File: src/rtl/commit_trace_aligner_pkg.sv
// Shared record types for the commit-trace aligner and its issue queue.
// Latency: n/a (types and constants only).
// Backpressure: n/a.
package commit_trace_aligner_pkg;

    // Records are sized for the widest supported core; narrower XLEN/ILEN
    // builds zero-extend on the way in and slice on the way out.
    localparam int unsigned CTA_XLEN = 64;
    localparam int unsigned CTA_ILEN = 32;

    // Identity of an issued instruction, captured in program order.
    typedef struct packed {
        logic [CTA_XLEN-1:0] pc;
        logic [CTA_ILEN-1:0] instr;
    } issue_rec_t;

    // One retired instruction as presented to the difftest commit port.
    typedef struct packed {
        logic [CTA_XLEN-1:0] pc;
        logic [CTA_ILEN-1:0] instr;
        logic                skip;
        logic                wen;
        logic [7:0]          wdest;
        logic [CTA_XLEN-1:0] wdata;
    } commit_rec_t;

    // Difftest carries an 8-bit register index; the GPR index is 5 bits.
    function automatic logic [7:0] pad_wdest(input logic [4:0] wdest);
        return {3'b000, wdest};
    endfunction

endpackage

File: src/rtl/commit_trace_aligner_commit_fifo.sv
// Circular DEPTH-entry queue of issue records with push/pop/flush.
// Latency: head is combinational from storage; occupancy/flags registered.
// Backpressure: none; push while full is dropped unless a pop frees the slot.
module commit_fifo
    import commit_trace_aligner_pkg::*;
#(
    parameter int unsigned DEPTH = 4
) (
    input  logic                         clk,
    input  logic                         reset_n,
    input  logic                         push_i,
    input  issue_rec_t                   push_dat_i,
    input  logic                         pop_i,
    input  logic                         flush_i,
    output issue_rec_t                   head_dat_o,
    output logic [$clog2(DEPTH+1)-1:0]   occupancy_o,
    output logic                         full_o,
    output logic                         empty_o
);

    localparam int unsigned PW = $clog2(DEPTH);
    localparam int unsigned OW = $clog2(DEPTH+1);

    issue_rec_t    mem_q [DEPTH];
    logic [PW-1:0] wr_ptr_q, wr_ptr_d;
    logic [PW-1:0] rd_ptr_q, rd_ptr_d;
    logic [OW-1:0] occ_q, occ_d;
    logic          do_push, do_pop;

    assign full_o      = (occ_q == OW'(DEPTH));
    assign empty_o     = (occ_q == '0);
    assign head_dat_o  = mem_q[rd_ptr_q];
    assign occupancy_o = occ_q;

    // A pop on a full queue frees the slot the same-cycle push lands in.
    assign do_pop  = pop_i && !empty_o;
    assign do_push = push_i && !flush_i && (!full_o || do_pop);

    // Pointer/occupancy next state; flush wins after the pop has been taken.
    always_comb begin
        wr_ptr_d = wr_ptr_q;
        rd_ptr_d = rd_ptr_q;
        occ_d    = occ_q;
        if (do_push) wr_ptr_d = wr_ptr_q + PW'(1);
        if (do_pop)  rd_ptr_d = rd_ptr_q + PW'(1);
        case ({do_push, do_pop})
            2'b10:   occ_d = occ_q + OW'(1);
            2'b01:   occ_d = occ_q - OW'(1);
            default: occ_d = occ_q;
        endcase
        if (flush_i) begin
            wr_ptr_d = '0;
            rd_ptr_d = '0;
            occ_d    = '0;
        end
    end

    // Control state register.
    always_ff @(posedge clk or negedge reset_n) begin
        if (!reset_n) begin
            wr_ptr_q <= '0;
            rd_ptr_q <= '0;
            occ_q    <= '0;
        end else begin
            wr_ptr_q <= wr_ptr_d;
            rd_ptr_q <= rd_ptr_d;
            occ_q    <= occ_d;
        end
    end

    // Storage needs no reset: occupancy gates every read that matters.
    always_ff @(posedge clk) begin
        if (do_push) mem_q[wr_ptr_q] <= push_dat_i;
    end

endmodule

File: src/rtl/commit_trace_aligner.sv
// Merges in-order issue identity with retire writeback into one commit record.
// Latency: retire to commit_valid is 1 cycle; push visible to retire next cycle.
// Backpressure: none; overflow/underflow are dropped and flagged (sticky).
// Optional: define COMMIT_CNT_EN to add cycle_cnt/instr_cnt outputs.
module commit_trace_aligner
    import commit_trace_aligner_pkg::*;
#(
    parameter int unsigned XLEN  = 64,   // <= CTA_XLEN
    parameter int unsigned ILEN  = 32,   // <= CTA_ILEN
    parameter int unsigned DEPTH = 4     // power of two, >= 2
) (
    input  logic                       clk,
    input  logic                       reset_n,
    input  logic                       iss_valid,
    input  logic [XLEN-1:0]            iss_pc,
    input  logic [ILEN-1:0]            iss_instr,
    input  logic                       ret_valid,
    input  logic                       ret_skip,
    input  logic                       ret_wen,
    input  logic [4:0]                 ret_wdest,
    input  logic [XLEN-1:0]            ret_wdata,
    input  logic                       flush,
    output logic                       commit_valid,
    output logic [XLEN-1:0]            commit_pc,
    output logic [ILEN-1:0]            commit_instr,
    output logic                       commit_skip,
    output logic                       commit_wen,
    output logic [7:0]                 commit_wdest,
    output logic [XLEN-1:0]            commit_wdata,
    output logic [$clog2(DEPTH+1)-1:0] occupancy,
    output logic                       overflow_err,
    output logic                       underflow_err
`ifdef COMMIT_CNT_EN
    ,
    output logic [63:0]                cycle_cnt,
    output logic [63:0]                instr_cnt
`endif
);

    issue_rec_t  push_rec, head_rec;
    commit_rec_t commit_q, commit_d;
    logic        commit_valid_q;
    logic        overflow_q, overflow_d;
    logic        underflow_q, underflow_d;
    logic        fifo_full, fifo_empty;
    logic        ret_acc, wen_eff;

    assign push_rec.pc    = CTA_XLEN'(iss_pc);
    assign push_rec.instr = CTA_ILEN'(iss_instr);

    commit_fifo #(.DEPTH(DEPTH)) u_fifo (
        .clk         (clk),
        .reset_n     (reset_n),
        .push_i      (iss_valid),
        .push_dat_i  (push_rec),
        .pop_i       (ret_valid),
        .flush_i     (flush),
        .head_dat_o  (head_rec),
        .occupancy_o (occupancy),
        .full_o      (fifo_full),
        .empty_o     (fifo_empty)
    );

    // Merge head identity with retire data; x0 writes are reported as no write.
    always_comb begin
        ret_acc  = ret_valid && !fifo_empty;
        wen_eff  = ret_wen && (ret_wdest != 5'd0);
        commit_d = commit_q;
        if (ret_acc) begin
            commit_d.pc    = head_rec.pc;
            commit_d.instr = head_rec.instr;
            commit_d.skip  = ret_skip;
            commit_d.wen   = wen_eff;
            commit_d.wdest = pad_wdest(ret_wdest);
            commit_d.wdata = wen_eff ? CTA_XLEN'(ret_wdata) : '0;
        end
        // A retire on a full queue always frees a slot, and flush-cycle pushes
        // are intentionally discarded, so neither counts as overflow.
        overflow_d  = overflow_q || (iss_valid && fifo_full && !ret_valid && !flush);
        underflow_d = underflow_q || (ret_valid && fifo_empty);
    end

    // Commit record and sticky error flags.
    always_ff @(posedge clk or negedge reset_n) begin
        if (!reset_n) begin
            commit_q       <= '0;
            commit_valid_q <= 1'b0;
            overflow_q     <= 1'b0;
            underflow_q    <= 1'b0;
        end else begin
            commit_q       <= commit_d;
            commit_valid_q <= ret_acc;
            overflow_q     <= overflow_d;
            underflow_q    <= underflow_d;
        end
    end

    assign commit_valid  = commit_valid_q;
    assign commit_pc     = commit_q.pc[XLEN-1:0];
    assign commit_instr  = commit_q.instr[ILEN-1:0];
    assign commit_skip   = commit_q.skip;
    assign commit_wen    = commit_q.wen;
    assign commit_wdest  = commit_q.wdest;
    assign commit_wdata  = commit_q.wdata[XLEN-1:0];
    assign overflow_err  = overflow_q;
    assign underflow_err = underflow_q;

`ifdef COMMIT_CNT_EN
    logic [63:0] cycle_cnt_q, instr_cnt_q;

    // Free-running cycle count and count of cycles presenting a commit.
    always_ff @(posedge clk or negedge reset_n) begin
        if (!reset_n) begin
            cycle_cnt_q <= '0;
            instr_cnt_q <= '0;
        end else begin
            cycle_cnt_q <= cycle_cnt_q + 64'd1;
            instr_cnt_q <= instr_cnt_q + {63'd0, commit_valid_q};
        end
    end

    assign cycle_cnt = cycle_cnt_q;
    assign instr_cnt = instr_cnt_q;
`endif

endmodule

File: config.mk
export PLATFORM = sky130hd
export DESIGN_NAME = commit_trace_aligner
export DESIGN_NICKNAME = d
export VERILOG_FILES = /design/src/rtl/commit_trace_aligner_pkg.sv /design/src/rtl/commit_trace_aligner_commit_fifo.sv /design/src/rtl/commit_trace_aligner.sv
export SDC_FILE = /design/constraint.sdc
export NUM_CORES = 1
export LEC_CHECK = 0
export ABC_AREA = 0
export CAP_MARGIN = 20
export CORE_MARGIN = 4
export CORE_UTILIZATION = 57
export DETAILED_ROUTE_END_ITERATION = 10
export PLACE_DENSITY = 0.86
export SETUP_SLACK_MARGIN = 0.3
export SYNTH_ARGS = -nofsm -noshare
export SYNTH_HDL_FRONTEND = slang
export SYNTH_HIERARCHICAL = 1
export SYNTH_SLANG_ARGS = --single-unit
File: constraint.sdc
create_clock -name clk -period 11.4 [get_ports clk]
set_clock_uncertainty 0.2 [all_clocks]
set_input_delay 3.42 -clock clk [delete_from_list [all_inputs] [get_ports clk]]
set_output_delay 3.42 -clock clk [all_outputs]
set_load 0.01 [all_outputs]
==> out/summary.md <==
• 238 mW/mm2 — power density of the placed cells
• register to register — worst min path class
• 10 — antenna violations before repair
• 3 — number of buffers and inverters on the critical path
• 0 — number of endpoints with negative hold slack in the final report
• input pin to register — critical path type
• 590 ps — latest clock arrival within the worst-skew pair
• 60 ps — clock slew at the register clock pins of the worst setup and hold paths
• 43.1% — sequential fraction of design power
• 201 um — overall die height
• 1020 ps — Worst-Margin Slew
• 561 — sink count of the clock tree
• 0.0212 mm2 — area of the mapped netlist
• 6580 ps — data arrival time at the worst-slack endpoint
• 344 — total of buffers placed on input and output ports
• 49200 um — routed wire length
• 348 — number of primary I/O pins
• 22.9 um — average detailed-routed wire length per instance
• 31.6% — asr flop ratio synth
• 1285 — number of standard cells after synthesis
• 90 — critical-path maximum fanout
• 98 — largest net degree at the start of global routing
• 29700 um — HPWL reported at the end of detailed placement
• 36 — Yosys cell types
• 178 uV — worst IR drop on VDD
• 1850 uW — power spent charging and discharging nets
• u_fifo/occupancy_o[0] — reg-to-reg startpoint
• 0 — overflow left after global routing
• 0 ps — total negative setup slack
• 29.8% — part of the power in the clock network
• 55.2% — Final period util
• 15.9% — share of cells above drive strength 1
• 75.3% — share of synthesized area occupied by flip-flops and latches
• 70 — number of standard-cell rows in the floorplan
• 27.1% — portion of total power attributed to combinational logic
• 0.777 — Final Wtd Congestion
• ret_valid — launching instance or port of the critical path
• yes — CTS tree
• 561 — flip-flop and latch count after synthesis
• false — RSZ-0062 raised after global routing
• 4540 uW — internal power summed over all cells
• 13156 — number of global-route vias before repair
• 0 — Gates resized, CTS repair
• input pin — startpoint kind of the worst setup timing path
• 0 — postcts setup bufs
• 0 — # Max-Cap Violations
• 57.9% — Starting Density
• 32.2% — worst slew margin relative to its limit
• 77100 um — global-route wire length before repair
• 0.0269 mm2 — Design Area, Final
• 12253 — detailed-route via count
• 0.0249 mm2 — placed inst area
• 16.5 um2 — average instance area after synthesis
• 0.159 GHz — achievable clock frequency
• register — critical path capture point type
• 384 — number of enable-type register cells in the synthesized netlist
• 0.0366 mm2 — core region area
• 0 — count of unresolved DRC violations after routing
• 26.7% — synthesis-to-finish area growth
• commit_pc[19] — Worst Min Path Start
• 3 — CTS Buffer Depth
• 6 — Yosys Warn Count
• 1800 — number of nets at the end of the flow
• 28.9% — Net Sw Frac
• 2 — H-tree level count
• 850 ps — delay contributed by the slowest stage of the critical path
• 0 — Post-DRT Antenna Nets
• 6 — Initial DRT Pass Iterations
• clkdlybuf4s50_1, nand2b_4, inv_6, buf_4, nand3_1, o21ai_2 — ordered cell list for the critical path
• sky130_fd_sc_hd__buf_4 — critical-path cell with the highest stage delay
• 201 um — overall die width
• 7940 ps — worst setup slack for register-to-register paths
• sky130_fd_sc_hd__edfxtp_1 — Most used DFF post-synth
• finished clean — result of the run
• 6290 ps — time the final worst path needs with I/O delays and setup
• 24.6% — Tot GR Track Use
• 0 — final count of negative-setup-slack endpoints
• 53 — CTS Buf Count
• 11700 ps — required time reported for the critical path endpoint
• 5.72 — routed vias/inst
• 2179 — count of filler cells inserted in the layout
• buffers and inverters — cell type group with the largest total delay on the critical path
• 0 — cts-stage hold buffer count
• sky130_fd_sc_hd__clkbuf_16 — cell chosen for the clock root
• 0.0404 mm2 — area of the die
• 0.00995 uW — Static Leakage
• 816 — Starting DRT DRC Count
• 0 — Slew Viols, Final
## tightest hold or removal path, cell delays in order, from the launching register on
cell	delay [ps]
sky130_fd_sc_hd__dfrtp_1	340
sky130_fd_sc_hd__nand2_1	50
sky130_fd_sc_hd__nand2_1	50
## registers in the layout, summed over array words and instances (netlist names)
register / cells
commit_instr: 32
commit_pc: 64
commit_skip: 1
commit_valid: 1
commit_wdata: 64
commit_wdest: 5
commit_wen: 1
overflow_err: 1
u_fifo/mem_q: 384
u_fifo/occupancy_o: 3
u_fifo/rd_ptr_q: 2
u_fifo/wr_ptr_q: 2
underflow_err: 1
## placed cells by master (no fill, tap or decap), types with 3 or more instances in the layout
master and count:
sky130_fd_sc_hd__clkbuf_1 4, sky130_fd_sc_hd__clkinvlp_4 3, sky130_fd_sc_hd__bufinv_16 13, sky130_fd_sc_hd__clkinv_1 9, sky130_fd_sc_hd__xnor2_1 3, sky130_fd_sc_hd__nor2_1 10, sky130_fd_sc_hd__inv_6 5, sky130_fd_sc_hd__mux2i_1 3
sky130_fd_sc_hd__mux4_2 96, sky130_fd_sc_hd__and2_4 4, sky130_fd_sc_hd__edfxtp_1 384, sky130_fd_sc_hd__nand3_1 64, sky130_fd_sc_hd__clkbuf_16 53, sky130_fd_sc_hd__ha_1 4, sky130_fd_sc_hd__nand2_1 373, sky130_fd_sc_hd__inv_1 4
sky130_fd_sc_hd__o21ai_2 51, sky130_fd_sc_hd__buf_4 12, sky130_fd_sc_hd__conb_1 3, sky130_fd_sc_hd__clkinv_2 11, sky130_fd_sc_hd__diode_2 9, sky130_fd_sc_hd__clkdlybuf4s50_1 342, sky130_fd_sc_hd__o21ai_0 15, sky130_fd_sc_hd__dfrtp_1 175
## per-layer routing
| metal | vias up | track usage (%) | part of all wire [%] |
|---|---|---|---|
| met5 | - | 0 | 0.018 |
| met4 | 2 | 10.6 | 3.6 |
| met3 | 98 | 4.98 | 6.2 |
| met2 | 489 | 42.0 | 52 |
| met1 | 6286 | 30.9 | 38 |
| li1 | 5378 | - | - |
## power by group through the flow
stage	logic [uW]	clock network, uW	registers, uW
final	1730	1900	2750
after floorplan	838	0	2820
after detailed placement	1730	0	2780
after global routing	1880	2030	2790
after global placement	1680	0	2770
after CTS	1760	1940	2760
## cell usage after synthesis (all sizes together) (2+ instances only)
cell type / instances / share of area, %
and2: 4 / 0.12
buf: 41 / 1.5
clkbuf: 36 / 0.64
dfrtp: 177 / 21
edfxtp: 384 / 54
ha: 4 / 0.24
inv: 5 / 0.088
mux2i: 3 / 0.14
mux4: 96 / 10
nand2: 373 / 6.6
nand2b: 3 / 0.089
nand3: 64 / 1.5
nor2: 11 / 0.23
nor3: 2 / 0.047
o21ai: 66 / 2.5
xnor2: 3 / 0.12
xor2: 2 / 0.083
## worst paths after layout
check	end	depth (start not counted)
max in group asynchronous	commit_pc[35]	3
max reg2reg	commit_wdata[30]	6
min reg2reg	commit_pc[19]	2
min	commit_pc[19]	2
min in group asynchronous	commit_wdata[59]	1
max	commit_wdata[30]	6
## through the flow
stage | power, uW | utilization (%) | hold WS, ps | std cells | setup slack (ps)
4_1_cts | 6450 | 73.2 | 276 | 2133 | 5060
3_3_place_gp | 4450 | 68.0 | 258 | 2034 | 4650
5_1_grt | 6700 | 73.4 | 293 | 2144 | 4920
3_5_place_dp | 4520 | 68.0 | 262 | 2034 | 4520
6_report | 6380 | 73.4 | 272 | 2144 | 5110
2_1_floorplan | 3660 | - | 293 | 1287 | 4540
## cell type report
cell class / count / area, um2 / area share, %
antenna: 9 / 22.5 / 0.0838
clock buffer: 57 / 1340 / 4.99
clock inverter: 42 / 554 / 2.06
inverter: 5 / 23.8 / 0.0885
multi-input combinational: 644 / 4790 / 17.8
sequential: 561 / 16000 / 59.4
tap: 468 / 586 / 2.18
timing repair buffer: 358 / 3580 / 13.3
## logic make-up after synthesis
kind of cell / Yosys count / synth area share [%]
adder cells (fa/ha/maj): 5 / 0.330
other: 1 / 0.0177
XOR/XNOR: 5 / 0.207
multiplexers: 100 / 10.4
buffers and inverters: 82 / 2.27
flip-flops: 561 / 75.3
AO/OA/AOI/OAI: 69 / 2.64
AND/OR/NAND/NOR: 462 / 8.86
Note: power is estimated with default switching activity, not from simulation.
==> variant 1, RTL diff (same flow settings) <==
The option `COMMIT_CNT_EN` is turned on by a define.
--- a/src/rtl/commit_trace_aligner.sv
+++ b/src/rtl/commit_trace_aligner.sv
@@ -3,4 +3,6 @@
 // Backpressure: none; overflow/underflow are dropped and flagged (sticky).
 // Optional: define COMMIT_CNT_EN to add cycle_cnt/instr_cnt outputs.
+`define COMMIT_CNT_EN
+
 module commit_trace_aligner
     import commit_trace_aligner_pkg::*;
Check against the original RTL (old outputs only; new: cycle_cnt and instr_cnt): same outputs for any inputs over 4 cycles, from zero or initial values and one cycle with reset_n low; that may be too few to reach the edited logic, so the function may still have changed.
==> variant 1 against the original RTL <==
  * First-iteration DRC count rose by 77%
  * Maximum frequency increased by 0.99%
  * Routed wire length up 40%
  * Via count is 37% higher
  * Critical path depth shrank 1
  * Register-to-register slack gained 0.09 ns
  * Die area rose by 26%
  * Synthesized area grew 27%
  * Global-route usage grew 2.5 points
  * Setup slack better by 0.062 ns
  * Sequential cell count increased by 128
  * Design area increased by 29%
  * Power is 15% higher
  * Largest cell class unchanged
  * Largest power group unchanged
  * Highest routed layer unchanged
==> variant 1: results (changes against the original RTL) <==
routability congestion estimate=0.8595 (+11%); Post-CTS Resized=0 (unchanged); reg-to-reg endpoint=commit_pc[31]; normalized max-slew margin=0.2994 (-0.02293); asr flop ratio synth=0.4427 (+0.1272); initial detailed-routing violation count=1,441 (+77%); reg2reg path depth=5 (-1); outcome=finished clean; H-tree levels=3 (+1); Yosys cell types=53 (+47%); all-layer global routing usage=0.2711 (+0.02534); EDFF count, synth=384 (unchanged); CTS Buf Count=71 (+34%); ranking of synthesized cells by area=edfxtp_1, dfrtp_1, mux4_2, nand2_1, xnor2_1; Avg Cell Area, Syn=15.67 um^2 (-5.0%); 1st-pass router iterations=6 (unchanged); worst reg2reg setup slack=8.03 ns (+0.09 ns); VDD IR max=0.1711 mV (-4.0%); vias in the first global route=17.55k (+33%); Slowest cell on crit path=buf_4; worst hold start=commit_pc[60]; CTS clk-pin slew, worst paths=0.05 ns; post-synthesis sequential area ratio=0.7124 (-0.04026); WL final=68,780 um (+40%); FF-to-FF Start=u_fifo/rd_ptr_q[0]; worst hold margin=0.2666 ns (-0.005341 ns); Post-Place Setup Slack=4.604 ns (+0.07929 ns); Commonest cells post-synth=edfxtp_1, nand2_1, dfrtp_1, mux4_2, xnor2_1; initial antenna violation count=16 (+6); Largest stage delay, worst path=0.77 ns (-0.08 ns); largest net degree at the start of global routing=105 (+7.1%); crit path from=ret_valid; first-pass GRT wire length=105,000 um (+36%); DP HPWL=44,600 um (+50%); worst min path class=flop to flop; placed inst area=0.03223 mm^2 (+29%); total number of vias=16.81k (+37%); P_leak=13.52 nW (+36%); Worst-Skew Late Latency=0.61 ns (+0.02 ns); critical path fanouts, max=54 (-40%); hold worst-path end=commit_pc[60]; # port buffers=472 (+37%); Nets=2,390 (+33%); dpl cells=2,744 (+35%); post-DR vias/cell=5.832 (+2.1%); max reg flops=384 (unchanged); layout cell share with drive strength beyond 1=0.1262 (-0.03281); critical path arrival=6.26 ns (-0.32 ns)
## variant 1: cell count changes in the layout (fill, tap and decap cells not counted), sizes merged, moves of 13 or more
cell and delta:
inv +18, nor4 +31, nor3 +38, xnor2 +62, o21ai -65, xor2 +62, clkbuf +40, and3 +13
nand2 -14, nand4 +42, dfrtp +128, nor2 +35, clkdlybuf4s50 +129, a22o +64
## variant 1: critical path, delay by kind of cell
family	cells	cell delay, ns
buffers and inverters	2	1.46
and+or+nand+nor	3	1.31
## variant 1: layout make-up
type | count | area [um^2]
Sequential cell | 689 | 19170
Antenna cell | 8 | 20.02
Inverter | 23 | 88.84
Multi-Input combinational cell | 938 | 7357
Clock inverter | 32 | 331.6
Fill cell | 2627 | 11960
Timing Repair Buffer | 487 | 4855
Tap cell | 607 | 759.5
Clock buffer | 98 | 2011
## variant 1: routing by layer
metal,up-vias,global-route usage,wire (um)
met5,-,0,130
met4,18,0.1008,2596
met3,185,0.08402,6485
met2,887,0.4557,34950
met1,8436,0.3357,24620
li1,7283,-,-
## variant 1: kinds of logic after synthesis
| logic type | count (synthesis) | share of synthesized area |
|---|---|---|
| and+or+nand+nor | 628 | 0.1211 |
| DFF | 689 | 0.7124 |
| muxes | 100 | 0.08205 |
| buffers and inverters | 91 | 0.01502 |
| xor gates and xnor gates | 129 | 0.04200 |
| other | 1 | 0.0001394 |
| adders and majority gates | 8 | 0.004000 |
| AOI/OAI and AO/OA | 70 | 0.02321 |
## variant 1: worst max-delay path by stage
stage	slack [ns]	end
finish	5.17	u_fifo/mem_q[0][78]
global route	5.08	u_fifo/mem_q[1][79]
CTS	5.25	u_fifo/mem_q[3][79]
detailed placement	4.60	u_fifo/mem_q[0][53]
global placement	4.57	commit_wdata[3]
floorplan	4.54	u_fifo/mem_q[0][0]
## variant 1: report_power, final
part	internal [mW]	switching (mW)
clock	1.34	0.970
combinational	0.912	0.853
sequential	2.98	0.266
==> variant 2, RTL diff (same flow settings) <==
Without the edit above. Remove the register `commit_valid_q`: a continuous assignment takes its place, so the output `commit_valid` follows one clock earlier.
--- a/src/rtl/commit_trace_aligner.sv
+++ b/src/rtl/commit_trace_aligner.sv
@@ -85,14 +85,14 @@
         if (!reset_n) begin
             commit_q       <= '0;
-            commit_valid_q <= 1'b0;
             overflow_q     <= 1'b0;
             underflow_q    <= 1'b0;
         end else begin
             commit_q       <= commit_d;
-            commit_valid_q <= ret_acc;
             overflow_q     <= overflow_d;
             underflow_q    <= underflow_d;
         end
     end
+
+    assign commit_valid_q = ret_acc;
 
     assign commit_valid  = commit_valid_q;
Function: changed (Yosys sat finds a counterexample within 4 cycles, from zero or initial values and one cycle with reset_n low).
==> variant 2 against the original RTL <==
  * Clock power shrank 3%
  * Synthesized area down 0.12%
  * Routed wire length rose by 0.95%
  * Setup slack lost 3.0 ns
  * Die area fell by 0.11%
  * Power is 0.95% lower
  * Register-to-register slack improved by 0.22 ns
  * Sequential cell count decreased by 1
  * First-iteration DRC count grew 10%
  * Highest routed layer unchanged
  * Largest cell class unchanged
  * Design area is 0.39% lower
  * Critical endpoint is now commit_valid
==> variant 2: results (changes against the original RTL) <==
all-layer global routing usage=0.2486 (+0.002850); ranking of synthesized cells by area=edfxtp_1, dfrtp_1, mux4_2, nand2_1, o21ai_2; FF-to-FF Start=u_fifo/occupancy_o[2]; initial detailed-routing violation count=901 (+10%); largest net degree at the start of global routing=107 (+9.2%); asr flop ratio synth=0.3143 (-0.001222); CTS Buf Count=55 (+3.8%); Clock Path Buffers=3 (unchanged); EDFF count, synth=384 (unchanged); total number of vias=12.20k (-0.44%); normalized max-slew margin=0.3355 (+0.01318); outcome=finished clean; worst min path class=flop to flop; # port buffers=344 (unchanged); critical path arrival=5.68 ns (-0.90 ns); P_leak=9.915 nW (-0.36%); max-slew violation count=0 (unchanged); critical path fanouts, max=44 (-51%); Post-CTS Resized=0 (unchanged); post-synthesis sequential area ratio=0.7524 (about the same); first-pass GRT wire length=77,750 um (+0.82%); 1st-pass router iterations=5 (-1); Nets=1,801 (+0.056%); Commonest cells post-synth=edfxtp_1, nand2_1, dfrtp_1, mux4_2, nand3_1; CTS clk-pin slew, worst paths=0.06 ns (about the same); DP HPWL=28,180 um (-5.1%); layout cell share with drive strength beyond 1=0.1604 (+0.001415); Sw Share=0.2954 (+0.006226); routed len/inst=23.16 um (+1.0%); vias in the first global route=12.97k (-1.4%); initial antenna violation count=6 (-4); routability congestion estimate=0.8183 (+5.4%); worst hold start=commit_pc[28]; VDD IR max=0.2012 mV (+13%)
-- variant 2: changes by cell type in the layout (fill, tap and decap cells not counted), moves of 4 or more --
cell       unedited run  this run
bufinv_16            13         6
inv_6                 5         1
clkinv_2             11        16
clkbuf_16            53        57
diode_2               9         3
-- variant 2: final cells by class --
class	instances	area (um^2)
Tap cell	468	585.6
Sequential cell	560	15940
Multi-Input combinational cell	644	4788
Clock inverter	37	357.8
Clock buffer	67	1494
Inverter	5	23.77
Antenna cell	3	7.507
Timing Repair Buffer	358	3560
Fill cell	2152	9851
-- variant 2: power groups by stage --
stage / sequential (mW) / combinational [mW] / clock, mW
6_report: 2.73 / 1.75 / 1.85
5_1_grt: 2.76 / 1.89 / 1.97
3_3_place_gp: 2.74 / 1.70 / 0
4_1_cts: 2.73 / 1.78 / 1.88
2_1_floorplan: 2.81 / 0.839 / 0
3_5_place_dp: 2.76 / 1.75 / 0
-- variant 2: worst max-delay path, stage by stage --
cell,delay (ns)
clkdlybuf4s50_1,0.70
nand2b_4,0.40
inv_6,0.46
clkdlybuf4s50_1,0.65
-- variant 2: stage by stage --
stage	power, mW	cell area [um^2]	hold WS (ns)	setup WS [ns]	std cells
6_report	6.321	26760	0.2710	2.100	2142
5_1_grt	6.624	26760	0.2960	1.995	2142
4_1_cts	6.383	26730	0.2760	2.114	2138
3_5_place_dp	4.507	24880	0.2611	2.120	2034
3_3_place_gp	4.446	24880	0.2446	2.185	2034
2_1_floorplan	3.651	21190	0.2932	3.753	1286
-- variant 2: per-layer routing --
layer	GRT usage	part of all wire
met3	0.06575	0.078
met5	0	0.00069
met4	0.07350	0.026
met1	0.3193	0.38
met2	0.4245	0.52
-- variant 2: final timing paths --
kind / endpoint / slack (ns) / depth (start not counted)
worst min register to register: commit_pc[28] / 0.27 / 2
worst max register to register: u_fifo/mem_q[2][74] / 8.16 / 4
min in group asynchronous: commit_wdata[47] / 2.72 / 1
max in group asynchronous: commit_wdata[32] / 6.62 / 2
worst max-delay path: commit_valid / 2.10 / 4
worst min-delay path: commit_pc[28] / 0.27 / 2
-- variant 2: logic make-up (layout without fill, tap and decap cells) --
kind of cell               after synthesis  in the layout  share of synthesized area
AOI/OAI and AO/OA                       69             69                    0.02641
xor gates and xnor gates                 5              5                   0.002068
other                                    1              6                  0.0001771
muxes                                  100            100                     0.1042
buffers and inverters                   82            467                    0.02269
and+or+nand+nor                        462            462                    0.08873
DFF                                    560            560                     0.7524
adders and majority gates                5              5                   0.003308
